### src/rtl/gate_td_pipe.sv
// rtl/gate_td_pipe.sv - WIDTH-bit selectable gate with transport/inertial output delay
module gate_td_pipe #(
  parameter int WIDTH  = 4,
  parameter int DELAY  = 3,
  parameter int GCNT_W = 8
) (
  input  logic              clk,
  input  logic              rst_n,
  input  logic [WIDTH-1:0]  a,
  input  logic [WIDTH-1:0]  b,
  input  logic [1:0]        mode,
  input  logic              inertial,
  output logic [WIDTH-1:0]  w,
  output logic              changed,
  output logic [GCNT_W-1:0] glitch_cnt
);

  localparam int CW = $clog2(DELAY) + 1;
  typedef logic [CW-1:0] cnt_t;

  logic [WIDTH-1:0] f;
  logic [WIDTH-1:0] stage   [DELAY];
  logic [WIDTH-1:0] stage_n [DELAY];
  cnt_t             cnt     [WIDTH];
  cnt_t             cnt_n   [WIDTH];
  logic             inertial_q;
  logic             reject;

  always_comb begin
    f = '0;
    case (mode)
      2'b00:   f = ~(a & b);
      2'b01:   f = a & b;
      2'b10:   f = a | b;
      default: f = a ^ b;
    endcase
  end

  // The last stage doubles as the output register in both delay modes.
  assign w = stage[DELAY-1];

  always_comb begin
    stage_n = stage;
    cnt_n   = cnt;
    reject  = 1'b0;
    if (inertial != inertial_q) begin
      // Mode switch: flush history to the current output and hold it.
      for (int j = 0; j < DELAY; j++) stage_n[j] = w;
      for (int i = 0; i < WIDTH; i++) cnt_n[i] = '0;
    end else if (!inertial_q) begin
      stage_n[0] = f;
      for (int j = 1; j < DELAY; j++) stage_n[j] = stage[j-1];
    end else begin
      for (int i = 0; i < WIDTH; i++) begin
        if (f[i] == w[i]) begin
          if (cnt[i] != '0) reject = 1'b1;
          cnt_n[i] = '0;
        end else if (cnt[i] == cnt_t'(DELAY - 1)) begin
          stage_n[DELAY-1][i] = f[i];
          cnt_n[i] = '0;
        end else begin
          cnt_n[i] = cnt[i] + cnt_t'(1);
        end
      end
    end
  end

  always_ff @(posedge clk or negedge rst_n) begin
    if (!rst_n) begin
      for (int j = 0; j < DELAY; j++) stage[j] <= '1;
      for (int i = 0; i < WIDTH; i++) cnt[i] <= '0;
      inertial_q <= 1'b0;
      changed    <= 1'b0;
      glitch_cnt <= '0;
    end else begin
      stage      <= stage_n;
      cnt        <= cnt_n;
      inertial_q <= inertial;
      changed    <= (stage_n[DELAY-1] != w);
      if (reject && (glitch_cnt != '1)) glitch_cnt <= glitch_cnt + GCNT_W'(1);
    end
  end

endmodule

### config.mk
export PLATFORM = sky130hd
export DESIGN_NAME = gate_td_pipe
export DESIGN_NICKNAME = d
export VERILOG_FILES = /design/src/rtl/gate_td_pipe.sv
export SDC_FILE = /design/constraint.sdc
export NUM_CORES = 1
export LEC_CHECK = 0
export BUFFER_PORTS_ARGS = -buffer_cell sky130_fd_sc_hd__buf_2
export CORE_ASPECT_RATIO = 0.9
export CORE_MARGIN = 2
export CORE_UTILIZATION = 40
export CTS_CLUSTER_DIAMETER = 150
export DETAILED_ROUTE_END_ITERATION = 16
export MAX_ROUTING_LAYER = met4
export PLACE_DENSITY = 0.58
export SYNTH_ARGS = -nofsm -noshare
export SYNTH_HDL_FRONTEND = slang
export SYNTH_SLANG_ARGS = --single-unit
### constraint.sdc
create_clock -name clk -period 3.75 [get_ports clk]
set_input_delay 0.375 -clock clk [delete_from_list [all_inputs] [get_ports clk]]
set_output_delay 0.375 -clock clk [all_outputs]
set_load 0.01 [all_outputs]
After elaboration in Yosys (flattened, before gate mapping)
Index checks and enable logic that the tools add are counted.
- bits in registers: 34
- latch bits: 0
- bits in writable memories: 0
- ROM bits: 0
- output and inout bits: 13
- logic and storage cells: 72
- memories: 0
- add/sub/neg operators: 5
- multipliers: 0
- div/mod/pow operators: 0
- order comparisons: 0
- equal/unequal tests: 14
- shift operators: 0
- muxes and demuxes: 32
- bitwise gates (word level): 4
- reduce and logical (&&, ||, !) cells: 7
- operator list (operator ; count):
    12-bit 2-to-1 mux ; 3
    3-bit 2-to-1 mux ; 8
    1-bit 2-to-1 mux ; 18
    3-bit by 1-bit adder with 3-bit output, second input constant ; 4
    3-bit by 2-bit == test with 1-bit output, second input constant ; 4
    4-bit one-hot mux with 3 select lines ; 1
    3-bit nonzero test ; 4
    8-bit by 1-bit adder with 8-bit output, second input constant ; 1
    8-bit 2-to-1 mux ; 1
    8-bit inequality test, second input constant ; 1
    4-bit bitwise AND ; 1
    1-bit == test ; 4
    4-bit 2-to-1 mux ; 1
    4-bit inequality test ; 1
    4-bit inverter ; 1
    4-bit OR ; 1
    4-bit XOR ; 1
    2-bit by 1-bit == test with 1-bit output, second input constant ; 1
    2-bit == test, second input constant ; 1
    2-bit logical NOT ; 1
    2-bit by 1-bit inequality test with 1-bit output, second input constant ; 1
    2-bit nonzero test ; 1
    1-bit logical AND ; 1
    1-bit inequality test ; 1

Depth between registers and ports, before layout
- word-level depth: 14
- depth in mapped cells: 10
- mapped depth without buffers: 9

Worst setup path after synthesis
Ideal clock, no wire load.
- path type: input-to-reg
- from: input a[3]
- to: register glitch_cnt[1]
- library setup time: 127 ps
- arrival: 2437 ps
- required time: 3623 ps
- path slack: 1186 ps
- cell stages on the path: 8
- path buffers: 0
- cell sequence: inv_1 > ha_1 > nand2b_1 > and4b_1 > a2111o_1 > o221a_2 > a2111oi_4 > mux2_1
- longest elaborated chain between the ends: 8
- elaborated cells on any way between the ends: 10
- those cells by class: 1 x eq/ne; 4 x mux; 4 x bitwise; 1 x reduce/logical
- RTL lines (item ; RTL line ; RTL):
    start: declaration ; 9 ; input logic [WIDTH-1:0] a,
    4-bit bitwise AND ; 32, 33 ;
    4-bit inverter ; 32 ; 2'b00: f = ~(a & b);
    4-bit one-hot mux with 3 select lines (*) ; 31 ; case (mode)
    1-bit == test (*) ; 55 ; if (f[i] == w[i]) begin
    1-bit 2-to-1 mux (*) ; 55 ;
    1-bit 2-to-1 mux (*) ; 50 ; end else if (!inertial_q) begin
    1-bit 2-to-1 mux (*) ; 46 ; if (inertial != inertial_q) begin
    1-bit logical AND (*) ; 80 ; if (reject && (glitch_cnt != '1)) glitch_cnt <= glitch_cnt + GCNT_W'(1);
    end signal: assignment ; 80 ;
    end: declaration ; 15 ; output logic [GCNT_W-1:0] glitch_cnt
Every way passes the cells marked *; elsewhere a longest branch is shown, timed or not.
A chain may end at the register's enable or synchronous reset.

Final worst setup path
- from: register inertial_q
- to: register cnt[7] in the netlist's numbering
- longest elaborated chain between the ends: 2
- elaborated cells on any way between the ends: 3
- those cells by class: 1 x eq/ne; 1 x mux; 1 x reduce/logical
- RTL lines (item ; RTL line ; RTL):
    start: declaration ; 26 ; logic inertial_q;
    start signal: assignment ; 78 ; inertial_q <= inertial;
    1-bit inequality test ; 46 ;
    12-bit 2-to-1 mux or 2-bit nonzero test (tied branches) ; -- ;
    end signal: assignment ; 77 ; cnt <= cnt_n;
    end: declaration ; 24 ; cnt_t cnt [WIDTH];
Parallel ways exist; a longest one is shown, timed or not.

==> metrics.md <==
| Metric | Value |
|---|---|
| Total nets after synthesis | 273 |
| Number of levels in the clock H-tree | 2 |
| Antenna Nets Post-Route | 0 |
| Cell type with the highest occurrence count on the critical path | sky130_fd_sc_hd__o21ai_0 |
| Cts hold-fix bufs | 0 |
| Path length in cells of the critical path | 7 |
| Nets | 290 |
| Die outline width | 82.6 µm |
| Highest clock frequency the design can meet | 393 MHz |
| Shortest clock period the worst path allows after layout | about 2.5 ns |
| Remaining DRCs | 0 |
| Cells after Synth | roughly 250 |
| Area share of fa/ha/maj cells after synthesis | under 10% |
| Latest clock arrival within the worst-skew pair | 0.29 ns |
| Final slew viol count | 0 |
| Largest vdd supply drop | 0.349 mV |
| Type of element capturing the critical path | flop |
| Standard cell with the maximum stage delay on the critical path | sky130_fd_sc_hd__ha_1 |
| Final Hold Fails | 0 |
| Floorplan Core Area | 5320 µm² |
| Rel. slew slack | 48.6% |
| Die height | 74.7 µm |
| Number of global-route vias before repair | around 1600 |
| Worst path required time | a little under 4 ns |
| Delay contributed by the slowest stage of the critical path | 0.61 ns |
| Commonest non-fill, non-tap cell in the layout | sky130_fd_sc_hd__nand2_1 |
| Setup CP Type | flop to flop |
| Crit-path cells | inv_1 > ha_1 > nor2_1 > nand2_1 > nor3b_1 > o21ai_0 > o21ai_0 |
| Filler instances | 527 |
| Weighted congestion at the end of routability-driven global placement | 0.740 |
| Max clock buf depth | 2 |
| Buffers plus inverters on the worst setup path | 1 |
| Worst Reg2Reg Path Length in Cells | 7 |
| Number of buffers created by CTS | 5 |
| Clk sinks | 34 |
| Main combinational cell family by area after synthesis | simple AND/OR/NAND/NOR gates |
| Number of port buffers | 25 |
| Final routed wirelength across all metal layers | 4620 µm |
| Total Routing Usage GR | 17.1% |
| Worst hold slack | 0.154 ns |
| Initial antenna violation count | 0 |
| Setup repair bufs after CTS | 0 |
| Ant. Diodes | 0 |
| RSZ-0062 raised after global routing | no |
| Worst Skew | 0.00780 ns |
| Simple-gate portion of the synthesized area | 19.7% |
| Root cell of the clock tree | sky130_fd_sc_hd__clkbuf_8 |
| Fraction of the mapped netlist area in compound gates | 17.3% |
| Placement row count | 25 |
| Proportion of synthesized chip area in sequential cells | around two fifths |
| Area share of xor/xnor cells in the synthesized design | 7.49% |
| Crit-path max FO | 15 |
| Initial Util | 41.8% |
| Clock transition at the registers of the reported paths | 0.07 ns |
| Share of flip-flops with an asynchronous set or reset after synthesis | 100% |
| Synth Warn # | 0 |
| First-pass GRT wire length | 7640 µm |
| TritonCTS clock tree | done |
| Post-synthesis cell type count | 46 |
| Number of maximum-capacitance violations | 0 |
| Final period utilization | 67.9% |
| Mux cell area share after synthesis | under 10% |
| Number of storage elements in the synthesis netlist | 34 |
| Average vias per placed instance | roughly 5.2 |
| Mean instance size in the synthesized netlist | approximately 8.9 µm² |
| Grt total ovfl | 0 |
| Detail Placement HPWL | approximately 3400 µm |
| Layout overhead on the synthesized area | 10.2% |
| Post-synth EDFFs | 0 |
| Power Dens Cells | 526 nW/µm² |
| Final setup violation count | 0 |
| Maximum number of pins on one net before global-route repair | 35 |
| TNS Setup | 0 ns |
| Most frequent cells in the layout | sky130_fd_sc_hd__nand2_1, sky130_fd_sc_hd__o21ai_0, sky130_fd_sc_hd__buf_2, sky130_fd_sc_hd__dfrtp_1, sky130_fd_sc_hd__nor2_1 |
| Leakage power summed over all cells | about 1.1 nW |
| Drt first pass iters | 4 |
| Sort of element at the start of the critical path | flop |
| Fraction of final layout cells with drive strength greater than 1 | 18.4% |
| Quantity of gates resized following cts | 0 |
| Type of the tightest min-delay check | input port to asynchronous set/reset pin |
| Number of DRC markers after the initial detailed-route iteration | 96 |
| Top flip-flop cell by instance count after synthesis | sky130_fd_sc_hd__dfrtp_1 |
| Run status | finished, final reports clean |
| Worst path top cell family by delay | simple AND/OR/NAND/NOR gates |
| Wire length per cell | ~14 µm |
| Measured slew at the worst slew-check pin | ~0.77 ns |
| Vias | 1746 |
| Worst EP arrival | 2.76 ns |
| Netlist area before placement | between 2000 and 2500 µm² |
| Die area | between 6000 and 7000 µm² |
| Top-level I/O count | 26 |
==> synthesized netlist by cell type (2+ instances only) <==
cell type	instances	area share, %
sky130_fd_sc_hd__nor3b_1	5	1.7
sky130_fd_sc_hd__a22o_1	3	1.2
sky130_fd_sc_hd__a22oi_1	3	1.0
sky130_fd_sc_hd__nor2_1	15	2.5
sky130_fd_sc_hd__nand2b_1	5	1.4
sky130_fd_sc_hd__buf_4	4	1.4
sky130_fd_sc_hd__dfstp_2	12	14
sky130_fd_sc_hd__mux2i_1	7	3.2
sky130_fd_sc_hd__nand2_1	31	5.2
sky130_fd_sc_hd__dfrtp_1	22	25
sky130_fd_sc_hd__a21oi_1	9	2.0
sky130_fd_sc_hd__o31ai_1	2	0.68
sky130_fd_sc_hd__o21ai_0	28	6.3
sky130_fd_sc_hd__ha_1	11	6.2
sky130_fd_sc_hd__a31oi_1	2	0.56
sky130_fd_sc_hd__inv_1	14	2.4
sky130_fd_sc_hd__xor2_1	5	2.0
sky130_fd_sc_hd__nand4_1	4	1.1
sky130_fd_sc_hd__nor2b_1	4	1.1
sky130_fd_sc_hd__clkbuf_1	7	1.2
sky130_fd_sc_hd__nor3_1	8	1.8
sky130_fd_sc_hd__nand3_1	4	0.90
sky130_fd_sc_hd__a2111o_1	2	1.0
sky130_fd_sc_hd__buf_2	2	0.45
sky130_fd_sc_hd__and3_1	6	1.7
sky130_fd_sc_hd__xnor2_1	14	5.5
==> per-stage QoR <==
| stage | total power (W) | setup WS [ns] | std cells | util, % | area (µm²) |
|---|---|---|---|---|---|
| final | 0.00129 | 1.20 | 334 | 46.1 | 2450 |
| after global routing | 0.00138 | 0.927 | 334 | 46.1 | 2450 |
| after global placement | 0.000990 | 0.964 | 326 | 44.2 | 2350 |
| after CTS | 0.00130 | 1.22 | 334 | 46.1 | 2450 |
| after detailed placement | 0.000992 | 0.925 | 326 | 44.2 | 2350 |
| after floorplan | 0.000881 | 1.19 | 249 | - | 2220 |
==> worst reg2reg max path, cell delays in order, from the launching register on <==
cell                      delay, ns
sky130_fd_sc_hd__dfrtp_1       0.54
sky130_fd_sc_hd__inv_1         0.28
sky130_fd_sc_hd__ha_1          0.61
sky130_fd_sc_hd__nor2_1        0.47
sky130_fd_sc_hd__nand2_1       0.18
sky130_fd_sc_hd__nor3b_1       0.21
sky130_fd_sc_hd__o21ai_0       0.09
sky130_fd_sc_hd__o21ai_0       0.09
==> worst paths after layout <==
check / slack, ns / startpoint / endpoint
max in group asynchronous: 3.09 / rst_n / glitch_cnt[7]
max: 1.20 / inertial_q / cnt[7]
min in group clk: 0.22 / inertial / inertial_q
min: 0.15 / rst_n / cnt[1]
min reg2reg: 0.49 / stage[6] / stage[6]
max reg2reg: 1.20 / inertial_q / cnt[7]
==> flip-flops by register name, summed over array words and instances (netlist names) <==
name        flops
glitch_cnt      8
stage           8
w               4
cnt            12
inertial_q      1
changed         1
==> cell families (layout without fill, tap and decap cells) <==
| logic type | Yosys count | after routing |
|---|---|---|
| AOI/OAI and AO/OA | 58 | 58 |
| xor gates and xnor gates | 19 | 19 |
| adders and majority gates | 11 | 11 |
| buffers and inverters | 30 | 48 |
| DFF | 34 | 34 |
| muxes | 9 | 9 |
| and+or+nand+nor | 88 | 88 |
==> power by group <==
part / leakage, nW / total (W) / internal (W) / switching [W]
Sequential: 0.419 / 0.000600 / 0.000482 / 0.000118
Combinational: 0.620 / 0.000390 / 0.000180 / 0.000210
Clock: 0.0519 / 0.000298 / 0.000165 / 0.000133
==> per-layer routing <==
metal / vias up / GRT usage, % / share of wire (%)
li1: 902 / - / -
met1: 792 / 26.2 / 55
met2: 43 / 21.9 / 39
met3: 9 / 3.96 / 5.1
met4: 0 / 5.65 / 1.5
met5: - / - / 0
==> cell type report <==
cell class / count / area [µm²] / area share (%)
well taps: 67 / 83.8 / 3.42
flip-flops and latches: 34 / 866 / 35.3
clock buffers: 7 / 96.3 / 3.93
clock inverters: 1 / 3.75 / 0.153
multi-input cells: 185 / 1220 / 49.7
repair buffers: 25 / 125 / 5.11
inverters: 15 / 56.3 / 2.30
(Power assumes the default switching activity.)
